## src/rtl/if_fetch_unit_pkg.sv

```systemverilog
// rtl/if_fetch_unit_pkg.sv - shared constants and types for the instruction fetch unit
package if_fetch_unit_pkg;

    localparam int PC_WIDTH = 32;
    localparam logic [PC_WIDTH-1:0] INSTR_BYTES     = 32'd4;
    localparam logic [PC_WIDTH-1:0] NOP_INSTR       = 32'h0000_0000;
    localparam logic [PC_WIDTH-1:0] ADDR_ALIGN_MASK = 32'hFFFF_FFFC;

    typedef enum logic {
        RUN,
        DRAIN
    } fetch_state_t;

    typedef struct packed {
        logic [PC_WIDTH-1:0] pc;
        logic [PC_WIDTH-1:0] instr;
    } fetch_entry_t;

endpackage

```

## src/rtl/if_fetch_unit_fifo.sv

```systemverilog
// rtl/if_fetch_unit_fifo.sv - prefetch FIFO holding {pc, instr} entries
module fetch_fifo
    import if_fetch_unit_pkg::*;
#(
    parameter int DEPTH = 4
) (
    input  logic                   clk,
    input  logic                   rst,
    input  logic                   flush,
    input  logic                   push,
    input  logic                   pop,
    input  fetch_entry_t           wdata,
    output fetch_entry_t           rdata,
    output logic                   full,
    output logic                   empty,
    output logic [$clog2(DEPTH):0] count
);
    localparam int AW = $clog2(DEPTH);
    localparam int CW = AW + 1;

    fetch_entry_t   mem [DEPTH];
    logic [AW-1:0]  rd_ptr;
    logic [AW-1:0]  wr_ptr;
    logic           do_push;
    logic           do_pop;

    assign full    = (count == CW'(DEPTH));
    assign empty   = (count == '0);
    assign do_pop  = pop & ~empty;
    // A pop in the same cycle frees the slot, so a push into a full FIFO is legal then
    assign do_push = push & (~full | do_pop);
    assign rdata   = mem[rd_ptr];

    always_ff @(posedge clk) begin
        if (do_push) begin
            mem[wr_ptr] <= wdata;
        end
    end

    always_ff @(posedge clk) begin
        if (!rst || flush) begin
            rd_ptr <= '0;
            wr_ptr <= '0;
            count  <= '0;
        end else begin
            if (do_push) begin
                wr_ptr <= wr_ptr + 1'b1;
            end
            if (do_pop) begin
                rd_ptr <= rd_ptr + 1'b1;
            end
            case ({do_push, do_pop})
                2'b10:   count <= count + 1'b1;
                2'b01:   count <= count - 1'b1;
                default: ;
            endcase
        end
    end

endmodule

```

## src/rtl/if_fetch_unit.sv

```systemverilog
// rtl/if_fetch_unit.sv - fetch PC owner, pipelined imem requester and prefetch buffer
module if_fetch_unit
    import if_fetch_unit_pkg::*;
#(
    parameter int          FIFO_DEPTH = 4,
    parameter logic [31:0] RESET_PC   = 32'h0000_0000
) (
    input  logic        clk,
    input  logic        rst,
    input  logic        freeze,
    input  logic        branch_taken,
    input  logic [31:0] branch_addr,
    output logic        imem_req,
    output logic [31:0] imem_addr,
    input  logic        imem_gnt,
    input  logic        imem_rvalid,
    input  logic [31:0] imem_rdata,
    output logic        valid_out,
    output logic [31:0] pc_out,
    output logic [31:0] instruction_out
);
    localparam int CW = $clog2(FIFO_DEPTH) + 1;
    localparam int IW = CW + 1;

    fetch_state_t  state;
    logic [31:0]   fetch_pc;
    logic [31:0]   resp_pc;
    logic [CW-1:0] outstanding;
    logic [CW-1:0] outstanding_next;
    logic [CW-1:0] discard_cnt;
    logic [CW-1:0] fifo_count;
    logic [IW-1:0] in_use;
    fetch_entry_t  head;
    fetch_entry_t  push_entry;
    logic          grant;
    logic          accept;
    logic          pop;
    logic          fifo_empty;
    logic          fifo_full;

    // Every slot is either buffered or in flight, so a push can never overflow
    assign in_use    = {1'b0, outstanding} + {1'b0, fifo_count};
    assign imem_req  = rst & (in_use < IW'(FIFO_DEPTH));
    assign imem_addr = fetch_pc;
    assign grant     = imem_req & imem_gnt;
    assign accept    = imem_rvalid & (state == RUN) & ~branch_taken;

    assign valid_out       = rst & ~fifo_empty & ~branch_taken;
    assign pop             = valid_out & ~freeze;
    assign pc_out          = valid_out ? head.pc : '0;
    assign instruction_out = valid_out ? head.instr : NOP_INSTR;
    assign push_entry      = '{pc: resp_pc + INSTR_BYTES, instr: imem_rdata};

    always_comb begin
        outstanding_next = outstanding;
        case ({grant, imem_rvalid})
            2'b10:   outstanding_next = outstanding + 1'b1;
            2'b01:   outstanding_next = outstanding - 1'b1;
            default: ;
        endcase
    end

    always_ff @(posedge clk) begin
        if (!rst) begin
            state       <= RUN;
            fetch_pc    <= RESET_PC;
            resp_pc     <= RESET_PC;
            outstanding <= '0;
            discard_cnt <= '0;
        end else begin
            outstanding <= outstanding_next;
            if (branch_taken) begin
                // Everything still in flight after this cycle belongs to the old path
                fetch_pc    <= branch_addr & ADDR_ALIGN_MASK;
                resp_pc     <= branch_addr & ADDR_ALIGN_MASK;
                discard_cnt <= outstanding_next;
                state       <= (outstanding_next != '0) ? DRAIN : RUN;
            end else begin
                if (grant) begin
                    fetch_pc <= fetch_pc + INSTR_BYTES;
                end
                if (accept) begin
                    resp_pc <= resp_pc + INSTR_BYTES;
                end
                if (imem_rvalid && state == DRAIN) begin
                    discard_cnt <= discard_cnt - 1'b1;
                    if (discard_cnt == CW'(1)) begin
                        state <= RUN;
                    end
                end
            end
        end
    end

    always_ff @(posedge clk) begin
        if (rst && imem_rvalid) begin
            assert (outstanding != '0);
        end
        if (rst && accept) begin
            assert (!fifo_full || pop);
        end
    end

    fetch_fifo #(
        .DEPTH (FIFO_DEPTH)
    ) u_fifo (
        .clk   (clk),
        .rst   (rst),
        .flush (branch_taken),
        .push  (accept),
        .pop   (pop),
        .wdata (push_entry),
        .rdata (head),
        .full  (fifo_full),
        .empty (fifo_empty),
        .count (fifo_count)
    );

endmodule

```

## config.mk

```make
export PLATFORM = sky130hd
export DESIGN_NAME = if_fetch_unit
export DESIGN_NICKNAME = d
export VERILOG_FILES = /design/src/rtl/if_fetch_unit_pkg.sv /design/src/rtl/if_fetch_unit_fifo.sv /design/src/rtl/if_fetch_unit.sv
export SDC_FILE = /design/constraint.sdc
export NUM_CORES = 1
export LEC_CHECK = 0
export CORE_AREA = 2 2 170 172
export CTS_CLUSTER_DIAMETER = 50
export CTS_CLUSTER_SIZE = 30
export DETAILED_ROUTE_END_ITERATION = 8
export DIE_AREA = 0 0 172 174
export PLACE_DENSITY = 0.83
export SYNTH_ARGS = -nofsm -noshare
export SYNTH_HDL_FRONTEND = slang
export SYNTH_SLANG_ARGS = --single-unit
```

## constraint.sdc

```tcl
create_clock -name clk -period 11.55 [get_ports clk]
set_input_delay 2.31 -clock clk [delete_from_list [all_inputs] [get_ports clk]]
set_output_delay 2.31 -clock clk [all_outputs]
set_load 0.005 [all_outputs]
```

Word level (Yosys, flattened, before mapping)
Memory sizes are Yosys's and may differ from the RTL's. A register that Yosys moved wholly into a read port is not among the register bits.
Cells that the tools add are included.
{ "totals": {"wordCells": 74, "latchBits": 0, "output_inout_bits": 98, "n_memories": 1, "mem_bits_rw": 256, "ff_bits": 78, "romBits": 0} }
{ "op_classes": {"n_shift": 0, "order_cmp": 1, "n_mux": 18, "n_eq_ne": 6, "mul": 0, "add_sub_neg": 10, "bitwise": 16, "div_mod_pow": 0, "reduce_logical": 12} }
{ "mem_list": {"columns": ["memory", "depth", "width", "rd", "rd_clocked_by_memory_dff", "wr", "line_no", "source"], "rows": [
  ["u_fifo.mem", 4, 64, 1, 1, 1, "if_fetch_unit_fifo.sv:21", "fetch_entry_t mem [DEPTH];"]
]} }
{ "op_table": {"columns": ["op", "n"], "rows": [
  ["2-to-1 mux 32 bit", 6],
  ["adder 32 x 3 -> 32 bit, second input constant", 2],
  ["case mux 3 bit (2 select lines)", 2],
  ["nonzero test 2 bit", 5],
  ["AND 1 bit", 9],
  ["subtractor 3 x 1 -> 3 bit, second input constant", 3],
  ["adder 3 x 1 -> 3 bit, second input constant", 2],
  ["2-to-1 mux 1 bit", 6],
  ["2-to-1 mux 3 bit", 2],
  ["inverter 1 bit", 6],
  ["adder 2 x 1 -> 2 bit, second input constant", 2],
  ["adder 3 x 3 -> 4 bit", 1],
  ["== test 2 x 1 -> 1 bit, second input constant", 2],
  ["== test 2 bit, second input constant", 2],
  ["< comparator 4 x 3 -> 1 bit, second input constant", 1],
  ["2-to-1 mux 2 bit", 2],
  ["== test 3 x 1 -> 1 bit, second input constant", 1],
  ["== test 3 bit, second input constant", 1],
  ["logical NOT 3 bit", 1],
  ["nonzero test 3 bit", 1],
  ["AND reduction 2 bit", 1],
  ["OR reduction 2 bit", 1],
  ["logical AND 1 bit", 1],
  ["logical NOT 1 bit", 1],
  ["other kinds (2)", 2]
]} }

Depth between registers and ports, before layout
Gate-level depths: netlist of the first run.
{ "logic_depth": {"ltp_word": 10, "ltp_mapped": 12, "depth_no_buf": 11} }

Modules after synthesis
From an unflattened synthesis of the first run, not the netlist that was laid out.
{ "unflattened": {"cells_unflattened": 1046, "area_unflattened_um2": 14669.1} }
{ "modules_own_cells": {"columns": ["mod", "cells_each", "seq_area_each_um2", "instances", "area_each_um2"], "rows": [
  ["fetch_fifo", 391, 7867.5, 1, 9744.3],
  ["if_fetch_unit", 655, 1341.3, 1, 4924.7]
]} }

Worst setup path after synthesis of the first run
OpenSTA, ideal clock, no wires.
{ "synth_timing": {"path_kind": "input to output", "startpoint": "input branch_taken", "endpoint": "output instruction_out[0]", "required_time_ns": 9.240, "cell_stages": 5, "arrival_ns": 3.406, "setup_slack_ns": 5.834, "path_cell_list": "clkbuf_1 -> or3_1 -> clkbuf_1 -> clkbuf_1 -> nor2b_1"} }
{ "synth_via": {"elab_chain_cells": 3} }
{ "synth_lines": {"columns": ["element", "line_no", "source"], "rows": [
  ["start: declaration", "if_fetch_unit.sv:11", "input logic branch_taken,"],
  ["inverter 1 bit", "if_fetch_unit.sv:48", "assign valid_out = rst & ~fifo_empty & ~branch_taken;"],
  ["AND 1 bit", "if_fetch_unit.sv:48", null],
  ["2-to-1 mux 32 bit", "if_fetch_unit.sv:51", "assign instruction_out = valid_out ? head.instr : NOP_INSTR;"],
  ["end: declaration", "if_fetch_unit.sv:20", "output logic [31:0] instruction_out"]
]} }
Every way passes these cells.

Final worst setup path of the first run
{ "layout_timing": {"startpoint": "input rst", "endpoint": "output instruction_out[1]"} }
{ "layout_via": {"elab_chain_cells": 3} }
{ "layout_lines": {"columns": ["element", "line_no", "source"], "rows": [
  ["start: declaration", "if_fetch_unit.sv:9", "input logic rst,"],
  ["AND 1 bit (2 in a row)", "if_fetch_unit.sv:48", null],
  ["2-to-1 mux 32 bit", "if_fetch_unit.sv:51", null]
]} }
Every way passes these cells.

==> results.md, run 1 <==
* RSZ-0062 raised after global routing: false
* Slew HR at a little over a third
* Mapped Area at 0.0139 sq mm
* Endpoint class of the critical path: primary output
* Height of the die at around 170 um
* Initial DRC count at 720
* Final setup viols at 0
* DR WL met3 at around 2300 um
* Drt via density at approximately 5.6
* DR DRC count at 0
* # hold bufs at CTS at 0
* Met2 wire len at ~14,000 um
* Slew Limit Fails at 0
* Leak at 5.40 nW
* DIE AREA at ~0.030 sq mm
* Row count at 62
* Vias in the first global route at roughly 8,500
* Post-place setup slack at 4100 ps
* Final core utilization at around three fifths
* # resized after CTS at 0
* Worst R2R Setup Slack at around 7800 ps
* Placement Cell Area at between 0.015 and 0.02 sq mm
* FF-to-FF path depth at 10
* Number of fill cells in the layout at between 2,000 and 2,500
* Crit-path max FO at 63
* Least-Margin Pin Slew at ~980 ps
* Worst Path Class, Setup: primary input to primary output
* Nature of the critical path startpoint: primary input
* Most common cell after layout, fill and taps aside: edfxtp_1
* Dpl hpwl at 17,900 um
* Register area share after synthesis at 64.4%
* Worst r2r src: u_fifo.count[2]
* Synthesized instance count at roughly 950
* Via count at between 8,000 and 9,000
* Nets at around 1,200
* Clock Path Buffers at 3
* GRT Total Usage at between 10% and 20%
* I/O pins at between 150 and 200
* Max Clock Freq at about 0.14 GHz
* Synth Register Bits at ~320
* Dpl cells at around 1,500
* Combinational power share at ~7.3%
* Worst r2r dst: state
* Hold crit path type: flop to flop
* Yosys cell types at 61
* Critical Path RT at 9240 ps
* Largest net degree at the start of global routing at 91
* Final Worst Setup Slack at ~4100 ps
* Chip Width at roughly 170 um
* Post-route cell area at approximately 0.017 sq mm
* Synth warn at 0
* Number of iterations in the first detailed-routing pass at 5
* Max_cap viols at 0
* RD Place Congestion at between 0.8 and 0.9
* Hold path depth at 2
* Worst path arrival time at 5090 ps
* Most frequent cells in the layout: edfxtp_1, clkdlybuf4s50_1, dfxtp_1
* Initial antenna violation count at 0
* Clk slew on worst S/H paths at 80 ps
* First-pass GRT wire length at between 40,000 and 50,000 um
* Top Metal Used: met4
* Main synth FF type: edfxtp_1
* Footprint of the multi-input gates at 0.00463 sq mm
* Part of the power in registers at 52.3%
* Grt ovf at 0
* Clock power share at ~40%
* WL final at ~28,000 um
* Outcome: complete, no violations
* Non-filler instance count after layout at about 1,500
* Internal Power at ~1.9 mW
* Max rail drop VDD at about 0.00015 V
* Total core area at roughly 0.028 sq mm
* Period utilization at between 60 and 70%
* WL/cell at about 19 um
* Met1 Wirelength at around 12,000 um
* Port Buffers at approximately 160
* Worst Skew at between 15 and 20 ps
* Hold path start: resp_pc[31]
* Switching Share at about a quarter
* Post-synth EDFFs at around 250
* Area Growth Syn to Fin at 21.4%
* Storage element area at between 0.008 and 0.009 sq mm
* PwrDens at 150 mW/mm^2
* Hold Vio Cnt, Final at 0
* Clock sinks at about 320
* Setup_tns at 0 ps
* Postcts setup bufs at 0
* Worst Setup SP: rst
* Sw power at roughly 590 uW
* CTS Buf Count at 29
* Antenna Cells at 0
* Synth async-reset ratio at 0%
* CTS tree: done
* Syn avg cell area at 14.6 sq um
* Layout cells sized above 1 at between 10% and 20%
* CTS H-tree lvls at 1
* Final Critical Period at approximately 7400 ps
* CTS Root Buffer Type: clkbuf_16
* Worst Hold Path EP: resp_pc[31]
* Later-pin clock latency in the skew report at ~550 ps
* Remaining antenna violation count at 0
* Starting Density at 49.3%
worst max-delay path: stages:
cell	delay, ps
clkdlybuf4s50_1	450
buf_4	310
inv_1	300
or3_2	520
buf_4	340
nor2b_1	250
clkdlybuf4s50_1	540
layout make-up:
type | count | area share (%)
flip-flops and latches | 324 | 53.1
multi-input cells | 556 | 27.4
repair buffers | 171 | 9.98
clock buffers | 33 | 4.82
well taps | 384 | 2.84
clock inverters | 21 | 1.46
inverters | 16 | 0.356
synth_stat cells, drive strengths merged, types with 2 or more instances:
library cell | count | area [sq um]
or2 | 2 | 12.5
and2 | 13 | 83.8
nor2b | 63 | 394
o22ai | 5 | 31.3
nand2b | 2 | 12.5
fa | 2 | 40.0
a21oi | 51 | 255
nor4 | 6 | 73.8
nand4b | 2 | 17.5
dfxtp | 76 | 1520
clkbuf | 35 | 131
a211oi | 5 | 37.5
a311oi | 2 | 35.0
or3 | 4 | 25.0
nor3b | 3 | 22.5
mux4 | 62 | 1400
nand4 | 36 | 225
and4 | 7 | 62.6
o21ai | 34 | 170
and3 | 13 | 83.8
buf | 26 | 143
nor2 | 43 | 178
nand2 | 35 | 134
a31oi | 11 | 68.8
nor3 | 4 | 25.0
xnor2 | 34 | 298
and2b | 2 | 16.3
nor4b | 3 | 26.3
inv | 15 | 56.3
nand3 | 33 | 193
mux2i | 2 | 20.0
ha | 11 | 138
edfxtp | 248 | 7450
xor2 | 52 | 455
o211ai | 2 | 15.0
through the flow:
step | hold WS [ps] | power [mW]
3_3_place_gp | 493 | 1.53
3_5_place_dp | 511 | 1.54
2_1_floorplan | 480 | 1.45
4_1_cts | 526 | 2.55
6_report | 526 | 2.53
5_1_grt | 566 | 2.62
routing by layer:
layer  up-vias  global-route usage (%)
li1       3878                       -
met1      4163                    26.6
met2       347                    31.3
met3        30                    3.83
met4         0                    3.85
met5         -                       0
flip-flops by register name (all words and copies together), names as in the netlist, named ones only:
name	flops
state	1
resp_pc	30
outstanding	3
u_fifo.rd_ptr	2
imem_addr	30
u_fifo.wr_ptr	2
u_fifo.count	3
u_fifo.mem	248
discard_cnt	3
how the worst max path moves through the flow:
stage                    endpoint  slack [ps]  cells after the start
2_1_floorplan  instruction_out[0]        5830                      5
5_1_grt        instruction_out[1]        3950                      7
3_5_place_dp   instruction_out[1]        4100                      7
6_report       instruction_out[1]        4150                      7
3_3_place_gp   instruction_out[1]        4140                      7
4_1_cts        instruction_out[1]        4090                      7
cells by family (layout without fill, tap and decap cells):
| logic type | after synthesis | after routing | share of synthesized area (%) |
|---|---|---|---|
| other | 1 | 4 | 0.0269 |
| AOI/OAI and AO/OA | 115 | 115 | 4.69 |
| adders and majority gates | 13 | 13 | 1.28 |
| buffers and inverters | 77 | 241 | 2.40 |
| muxes | 64 | 64 | 10.2 |
| xor gates and xnor gates | 86 | 86 | 5.41 |
| DFF | 324 | 324 | 64.4 |
| and+or+nand+nor | 274 | 274 | 11.6 |
power groups by stage:
stage | sequential, mW | clock (mW) | combinational, mW
after floorplan | 1.34 | 0 | 0.109
after global placement | 1.35 | 0 | 0.179
after detailed placement | 1.35 | 0 | 0.185
after CTS | 1.32 | 1.04 | 0.186
after global routing | 1.33 | 1.09 | 0.202
final | 1.33 | 1.02 | 0.185
No activity file was read; power rests on OpenSTA's default activity.
==> run 2, diff against run 1 <==
==> constraint.sdc (replaced) <==
create_clock -name clk -period 7.3 [get_ports clk]
set_input_delay 1.46 -clock clk [delete_from_list [all_inputs] [get_ports clk]]
set_output_delay 1.46 -clock clk [all_outputs]
set_load 0.005 [all_outputs]
==> run 2 against run 1 <==
Compared with the run above: clock-buffer cell count decreased by 4; via count is 0.48% lower; worst setup slack worse by 2400 ps; combinational power is 58% higher; critical path depth shrank 1; clock skew is 1.6 ps higher; wire length decreased by 0.54%; clock power increased by 50%; sequential power is 58% higher; largest power group unchanged; non-clock buffer count stayed put.
==> results.md, run 2 (synthesized netlist as in run 1, its figures left out) <==
* Hold crit path type: flop to flop
* Nets at between 1,000 and 1,500
* # resized after CTS at 0
* Setup_tns at 0 ps
* Cell Chain, Critical Path: clkdlybuf4s50_1, inv_1, or3_2, buf_4, nor2b_1, clkdlybuf4s50_1
* Dpl hpwl at between 15,000 and 20,000 um
* Later-pin clock latency in the skew report at around 550 ps
* WL/cell at roughly 19 um
* I/O pins at about 170
* Most common cell after layout, fill and taps aside: edfxtp_1
* Antenna Cells at 0
* Top cell family by delay on the critical path: buffers and inverters
* Endpoint class of the critical path: primary output
* Hold Vio Cnt, Final at 0
* Number of fill cells in the layout at 2,169
* Critical path's slowest cell: or3_2
* Clk slew on worst S/H paths at around 70 ps
* Worst stage delay on the critical path at between 900 and 1000 ps
* Row count at 62
* DR DRC count at 0
* Clock Path Buffers at 3
* Worst r2r dst: state
* Slew Limit Fails at 0
* Remaining antenna violation count at 0
* Layout cells sized above 1 at a little over an eighth
* CTS H-tree lvls at 1
* CTS Root Buffer Type: clkbuf_16
* Worst r2r src: u_fifo.count[2]
* Height of the die at roughly 170 um
* Largest register FFs at about 250
* Crit-path max FO at 39
* Least-Margin Pin Slew at 1110 ps
* Footprint of the multi-input gates at about 0.0046 sq mm
* Number of iterations in the first detailed-routing pass at 5
* PwrDens at roughly 230 mW/mm^2
* RSZ-0062 raised after global routing: false
* Via count at approximately 8,400
* Outcome: complete, no violations
* Final Critical Period at 5560 ps
* CTS tree: done
* Period utilization at 76.2%
* Max Clock Freq at approximately 0.18 GHz
* Initial antenna violation count at 1
* Hold path depth at 2
* Port Buffers at around 160
* Storage element area at roughly 0.0090 sq mm
* Final setup viols at 0
* Worst Hold Path EP: resp_pc[31]
* FF-to-FF path depth at 10
* Most used cell, CP: clkdlybuf4s50_1
* Final core utilization at between 50% and 60%
* Placement Cell Area at ~0.016 sq mm
* Final total power at just under 4 mW
* Worst Skew at a little under 20 ps
* Max rail drop VDD at between 0.00015 and 0.0002 V
* RD Place Congestion at 0.851
* Largest net degree at the start of global routing at 55
* Chip Width at roughly 170 um
* Worst path bufs/invs at 4
* Area Growth Syn to Fin at 20.8%
* GRT Total Usage at between 10% and 20%
* Worst path arrival time at 4100 ps
* First-pass GRT wire length at ~45,000 um
* Starting Density at 49.3%
* Vias in the first global route at a little over 8,000
* Largest reg by FF count: u_fifo.mem
* WL final at about 28,000 um
* Critical Path RT at ~6000 ps
* Most frequent cells in the layout: edfxtp_1, clkdlybuf4s50_1, dfxtp_1
* Worst R2R Setup Slack at approximately 3600 ps
* CTS Buf Count at 28
* Slew HR at a little over a quarter
* Final hold slack at 532 ps
* Nature of the critical path startpoint: primary input
* Postcts setup bufs at 0
* Worst Path Class, Setup: primary input to primary output
* Total core area at around 0.028 sq mm
* Post-route cell area at ~0.017 sq mm
* Hold path start: resp_pc[31]
* Grt ovf at 0
* Clock sinks at 324
* Max_cap viols at 0
* Initial DRC count at between 600 and 700
* Drt via density at roughly 5.6
* DIE AREA at between 0.02 and 0.03 sq mm
* Leak at roughly 5.4 nW
* # hold bufs at CTS at 0
## run 2: cell count changes in the layout (fill, tap and decap cells not counted), sizes merged
cell,previous run,this run
bufinv,1,0
clkbuf,33,29
inv,26,29
## run 2: layout make-up
type	count	share of cell area (%)
multi-input combinational	556	27.5
tap	384	2.86
inverter	16	0.357
sequential	324	53.4
clock inverter	23	1.50
timing repair buffer	171	10.0
clock buffer	29	4.32
## run 2: layer usage
metal | vias up | GRT usage [%] | part of all wire [%]
li1 | 3894 | - | -
met1 | 4156 | 27.3 | 44
met2 | 303 | 30.3 | 48
met3 | 23 | 3.57 | 7.3
met4 | 2 | 2.80 | 0.96
met5 | - | 0 | 0.046
## run 2: worst min-delay path, stage by stage, from the launching register on
cell,delay [ps]
dfxtp_1,330
o21ai_0,70
a31oi_1,80
## run 2: how the worst max path moves through the flow
stage	from	to	slack, ps	depth (start not counted)
after floorplan	rst	u_fifo.mem[0][0]	2920	4
after global placement	rst	instruction_out[27]	1760	6
after detailed placement	rst	instruction_out[27]	1710	6
after CTS	rst	instruction_out[27]	1700	6
after global routing	rst	instruction_out[27]	1600	6
final	rst	instruction_out[27]	1740	6
## run 2: power by group
part	internal [mW]	total [mW]	leakage (nW)	switching, mW
combinational	0.145	0.292	1.99	0.147
clock	0.779	1.53	0.474	0.749
sequential	2.05	2.10	2.89	0.0503
total	2.97	3.92	5.36	0.946
## run 2: metrics by stage
stage,setup slack (ps),cells
after floorplan,2920,957
after global placement,1760,1451
after detailed placement,1710,1451
after CTS,1700,1503
after global routing,1600,1503
final,1740,1503
